File: config.mk
export PLATFORM = sky130hd
export DESIGN_NAME = load_store_unit
export DESIGN_NICKNAME = d
export VERILOG_FILES = /design/src/rtl/load_store_unit.sv
export SDC_FILE = /design/constraint.sdc
export NUM_CORES = 1
export LEC_CHECK = 0
export ABC_AREA = 1
export BUFFER_PORTS_ARGS = -buffer_cell sky130_fd_sc_hd__buf_2
export CAP_MARGIN = 20
export CORE_MARGIN = 3
export CORE_UTILIZATION = 45
export CTS_CLUSTER_DIAMETER = 80
export DETAILED_ROUTE_END_ITERATION = 12
export GPL_ROUTABILITY_DRIVEN = 0
export PLACE_DENSITY = 0.85
export SYNTH_ARGS = -nofsm -noshare
export SYNTH_HDL_FRONTEND = slang
export SYNTH_SLANG_ARGS = --single-unit
File: constraint.sdc
create_clock -name clk -period 4.25 [get_ports clk]
set_input_delay 0.425 -clock clk [delete_from_list [all_inputs] [get_ports clk]]
set_output_delay 0.425 -clock clk [all_outputs]
set_load 0.05 [all_outputs]
File: src/rtl/load_store_unit.sv
// Load/store unit: one outstanding RV32I load, store or fence_i against a single-cycle data memory.
// Define LSU_MISALIGN_TRAP_EN to reject misaligned halfword/word accesses instead of forcing alignment.
module load_store_unit #(
    parameter int ADDR_W = 14
) (
    input  logic              clk,
    input  logic              i_rst,
    input  logic              i_valid,
    input  logic [1:0]        i_kind,
    input  logic [2:0]        i_funct3,
    input  logic [31:0]       i_addr,
    input  logic [31:0]       i_wdata,
    output logic              o_busy,
    output logic              o_done,
    output logic [31:0]       o_rdata,
    output logic              o_misaligned,
    output logic              o_dm_ren,
    output logic              o_dm_wen,
    output logic [3:0]        o_dm_ben,
    output logic [ADDR_W-1:0] o_dm_addr,
    output logic [31:0]       o_dm_wdata,
    input  logic [31:0]       i_dm_rdata,
    output logic              o_fence_i,
    input  logic              i_mem_ready
);
    typedef enum logic [1:0] {IDLE, REQ, RESP, FENCE_WAIT} state_t;

    localparam logic [1:0] K_LOAD  = 2'b00;
    localparam logic [1:0] K_STORE = 2'b01;
    localparam logic [1:0] K_FENCE = 2'b10;
    localparam logic [1:0] K_NOP   = 2'b11;

    state_t            state;
    logic [1:0]        kind_q;
    logic [2:0]        f3_q;
    logic [ADDR_W+1:0] addr_q;
    logic [31:0]       wdata_q;
    logic              fw_second;
    logic [1:0]        ofs;
    logic [3:0]        ben;
    logic              issue;
    logic              f3_ok;
    logic              align_bad;
    logic              reject;
    logic              unused_addr_hi;

    assign unused_addr_hi = ^i_addr[31:ADDR_W+2];

    assign f3_ok  = (i_funct3 == 3'b000) || (i_funct3 == 3'b001) || (i_funct3 == 3'b010) ||
                    (i_funct3 == 3'b100) || (i_funct3 == 3'b101);
`ifdef LSU_MISALIGN_TRAP_EN
    assign align_bad = ((i_funct3[1:0] == 2'b01) && i_addr[0]) ||
                       ((i_funct3[1:0] == 2'b10) && (i_addr[1:0] != 2'b00));
`else
    assign align_bad = 1'b0;
`endif
    assign reject = ((i_kind == K_LOAD) || (i_kind == K_STORE)) && (!f3_ok || align_bad);

    // Lane offset with the low bits a halfword/word ignores forced to zero.
    always_comb begin
        case (f3_q[1:0])
            2'b00:   ofs = addr_q[1:0];
            2'b01:   ofs = {addr_q[1], 1'b0};
            default: ofs = 2'b00;
        endcase
    end

    always_comb begin
        case (f3_q[1:0])
            2'b00:   begin ben = 4'b0001 << ofs;                    o_dm_wdata = {4{wdata_q[7:0]}};  end
            2'b01:   begin ben = ofs[1] ? 4'b1100 : 4'b0011;        o_dm_wdata = {2{wdata_q[15:0]}}; end
            default: begin ben = 4'b1111;                           o_dm_wdata = wdata_q;            end
        endcase
    end

    function automatic logic [31:0] extract(input logic [2:0] f3, input logic [1:0] lo,
                                            input logic [31:0] w);
        logic [31:0] sh;
        sh = w >> {lo, 3'b000};
        case (f3)
            3'b000:  return {{24{sh[7]}}, sh[7:0]};
            3'b001:  return {{16{sh[15]}}, sh[15:0]};
            3'b100:  return {24'h0, sh[7:0]};
            3'b101:  return {16'h0, sh[15:0]};
            default: return w;
        endcase
    endfunction

    // Strobes are combinational on i_mem_ready so a request issues in the very cycle memory is ready.
    assign issue      = (state == REQ) && i_mem_ready;
    assign o_dm_ren   = issue && (kind_q == K_LOAD);
    assign o_dm_wen   = issue && (kind_q == K_STORE);
    assign o_fence_i  = issue && (kind_q == K_FENCE);
    assign o_dm_ben   = (o_dm_ren || o_dm_wen) ? ben : 4'b0000;
    assign o_dm_addr  = addr_q[ADDR_W+1:2];
    assign o_busy     = (state != IDLE);

    always_ff @(posedge clk) begin
        if (i_rst) begin
            state        <= IDLE;
            o_done       <= 1'b0;
            o_misaligned <= 1'b0;
            o_rdata      <= 32'h0;
            fw_second    <= 1'b0;
            kind_q       <= K_NOP;
            f3_q         <= 3'b000;
            addr_q       <= '0;
            wdata_q      <= 32'h0;
        end else begin
            o_done       <= 1'b0;
            o_misaligned <= 1'b0;
            case (state)
                IDLE: if (i_valid) begin
                    kind_q  <= i_kind;
                    f3_q    <= i_funct3;
                    addr_q  <= i_addr[ADDR_W+1:0];
                    wdata_q <= i_wdata;
                    if (reject || i_kind == K_NOP) begin
                        o_done       <= 1'b1;
                        o_misaligned <= reject;
                    end else begin
                        state <= REQ;
                    end
                end
                REQ: if (i_mem_ready) begin
                    case (kind_q)
                        K_LOAD:  state <= RESP;
                        K_STORE: begin state <= IDLE; o_done <= 1'b1; end
                        K_FENCE: begin state <= FENCE_WAIT; fw_second <= 1'b0; end
                        default: state <= IDLE;
                    endcase
                end
                RESP: begin
                    o_rdata <= extract(f3_q, ofs, i_dm_rdata);
                    o_done  <= 1'b1;
                    state   <= IDLE;
                end
                FENCE_WAIT: begin
                    fw_second <= 1'b1;
                    if (fw_second && i_mem_ready) begin
                        state  <= IDLE;
                        o_done <= 1'b1;
                    end
                end
                default: state <= IDLE;
            endcase
        end
    end
endmodule

==> results.cfg <==
[critical_path]
crit_path_start = f3_q[1]$_SDFFE_PP0P_
critPathTopFamily = buffers and inverters
slowest_delay_ns = 0.39
required_ns = 3.83
critPathMaxFanout = 23
cp_num_cells = 6
criticalPathCategory = flop to output pin
cp-start-kind = flop
r2r-start = f3_q[1]$_SDFFE_PP0P_
r2r-end = o_rdata[12]$_SDFFE_PP0P_
r2r_cells = 8
cp.arrival_ns = 2.25
cpMostUsedCell = nand2_1
crit_buf_inv = 3
r2r_setup_slack_ns = 1.82
crit_slowest_cell = dfxtp_1
crit_path_end_kind = output pin
cp-endpoint = o_dm_wdata[31]
path_cells = inv_2 > nand2_1 > inv_1 > nand2_1 > nand3_1 > buf_2

[timing]
slew_violations = 0
slew-limit-headroom = 0.309
min_period_ns = 2.67
setup-tns-final_ns = 0
finClkSkew_ns = 0.0183
finalCritPeriodShare = 0.629
hold_viol_final = 0
fmax_mhz = 374
rsz0062_at_grt = no
setup_violations = 0
tightest_slew_ns = 1.03

[power_and_ir_drop]
p_switching_mw = 0.927
p_leak_nw = 2.80
clkPwrFrac = 0.275
ir_drop_v = 0.000212
p_comb_frac = 0.310
power_density_nw_per_um2 = 418
swShare = 0.403
power.share.sequential = 0.415
p_int_mw = 1.37

[synthesis]
synth_compound_area_frac = 0.178
synth.area.mux_share = 0
yosysSeqAreaShare = 0.390
synth.distinct_cells = 29
yosysWarnings = 0
synth_top_cell_by_area = dfxtp_1
synth_ff_type = dfxtp_1
synth_xor_area_frac = 0
netlist_instances = 667
yosys-top-cells-area = dfxtp_1, nand2_1, nor2_1
synth_top_family_by_area = simple AND/OR/NAND/NOR gates
syn_nets = 772
ys_seq_elements = 90
synthAdderAreaFrac = 0
synth_top_area_share = 0.390
async_flop_share = 0
synth_edf_count = 0
syn_area_um2 = 4620
yosys.area_share.simple = 0.308
yosysMostFrequentCell = nand2_1
synthTopCellsByCount = nand2_1, nor2_1, dfxtp_1
avgSynthCellArea_um2 = 6.93

[clock_network]
cts_resized = 0
cts_setup_buffers = 0
root_buffer = clkbuf_8
insertion_delay_ns = 0.36
cts_made_buffers = 9
cts.sink_count = 90
cts_tree = done
cts_buffer_depth = 2
cts_hold_buf = 0
clk_pin_slew_ns = 0.11
htreeDepth = 3

[hold_path]
hold_class = input pin to flop
worstHoldStart = i_addr[4]

[finish]
fin_cells = 928
drive_gt1_frac = 0.303
nets = 895
syn_to_final_growth_pct = 19.3
insertedDiodeCount = 0
nFillCells = 979
multiInputGateArea_um2 = 2250
stdcell_area_um2 = 5510
regArea_um2 = 1800

[run_status]
outcome = complete, no violations

[detailed_routing]
drt-initial-drc-count = 398
wire_per_inst_um = 14.2
vias = 4769
antenna_left = 0
first_pass_iters = 5
wl_mm = 13.2
vias_per_cell = 5.14
drc = 0

[floorplan]
die_w_um = 107
core-area_um2 = 9860
fp.dieH_um = 107
rows = 36
io_pins = 193
start_util = 0.468
fp.dieArea_um2 = 11500

[placed_design]
dp_hpwl_mm = 9.30
port_buffers = 176
dp.cells = 912
postPlaceCellArea_um2 = 5300

[global_route]
grt_pass1_vias = 4257
antenna_found_initial = 1
grt_max_degree = 61
grt-ovfl-total = 0
grtUsageTotal = 0.224
grt_pass1_wl_mm = 21.0

[job]
drv_cap = 0
==> logic make-up (layout without fill, tap and decap cells) <==
logic type / count (synthesis) / after routing
buffers and inverters: 112 / 240
DFF: 90 / 90
and+or+nand+nor: 325 / 325
AOI/OAI and AO/OA: 140 / 140
==> worst min-delay path by stage <==
stage,endpoint,slack [ns],cells past startpoint
2_1_floorplan,fw_second$_SDFFE_PP0P_,0.44,2
3_3_place_gp,o_rdata[13]$_SDFFE_PP0P_,0.45,2
3_5_place_dp,o_rdata[12]$_SDFFE_PP0P_,0.45,2
4_1_cts,addr_q[5]$_SDFFE_PP0P_,0.27,3
5_1_grt,wdata_q[6]$_SDFFE_PP0P_,0.27,3
6_report,addr_q[4]$_SDFFE_PP0P_,0.28,3
==> flip-flops by register name (all words and copies together), names as in the netlist <==
register,flops
wdata_q,32
state,2
o_misaligned,1
o_rdata,32
fw_second,1
addr_q,16
f3_q,3
o_done,1
kind_q,2
==> cell type report <==
| cell class | instances | share of cell area |
|---|---|---|
| multi-input cells | 465 | 0.408 |
| flip-flops and latches | 90 | 0.327 |
| repair buffers | 180 | 0.165 |
| inverters | 44 | 0.0304 |
| well taps | 133 | 0.0302 |
| clock buffers | 9 | 0.0225 |
| clock inverters | 7 | 0.0168 |
==> power groups by stage <==
stage | clock [mW] | combinational (mW) | sequential, mW
6_report | 0.634 | 0.713 | 0.956
2_1_floorplan | 0 | 0.556 | 0.987
4_1_cts | 0.648 | 0.712 | 0.955
3_3_place_gp | 0 | 0.704 | 0.973
3_5_place_dp | 0 | 0.710 | 0.973
5_1_grt | 0.685 | 0.770 | 0.965
==> placed cells by master (no fill, tap or decap), types with 4 or more instances in the layout <==
master	n
a21oi_1	44
nor3_1	5
nand2_1	125
inv_1	28
dfxtp_1	90
buf_2	176
inv_2	15
o211ai_2	10
clkbuf_8	9
nand3_2	12
nor2_1	116
o211ai_1	19
nand3_1	57
o21ai_0	64
buf_4	4
inv_8	4
==> per-stage QoR <==
step	hold WS, ns	total power [mW]	util	worst slack (ns)
finish	0.276	2.30	0.559	1.58
global route	0.266	2.42	0.559	1.45
CTS	0.268	2.31	0.559	1.58
detailed placement	0.453	1.68	0.537	1.88
global placement	0.450	1.68	0.537	1.89
floorplan	0.441	1.54	-	1.91
==> worst register-to-register path, delay by kind of cell, from the launching register on <==
family	cells	cell delay, ns
compound gates	1	0.08
flops	1	0.39
simple gates	7	1.86
==> layer usage <==
metal | GRT usage | vias to the layer above | share of wire
met3 | 0.0504 | 35 | 0.069
met1 | 0.309 | 2153 | 0.44
met4 | 0.0840 | 2 | 0.029
met5 | 0 | - | 0.00099
met2 | 0.343 | 176 | 0.46
li1 | - | 2403 | -
No activity file was read; power rests on OpenSTA's default activity.
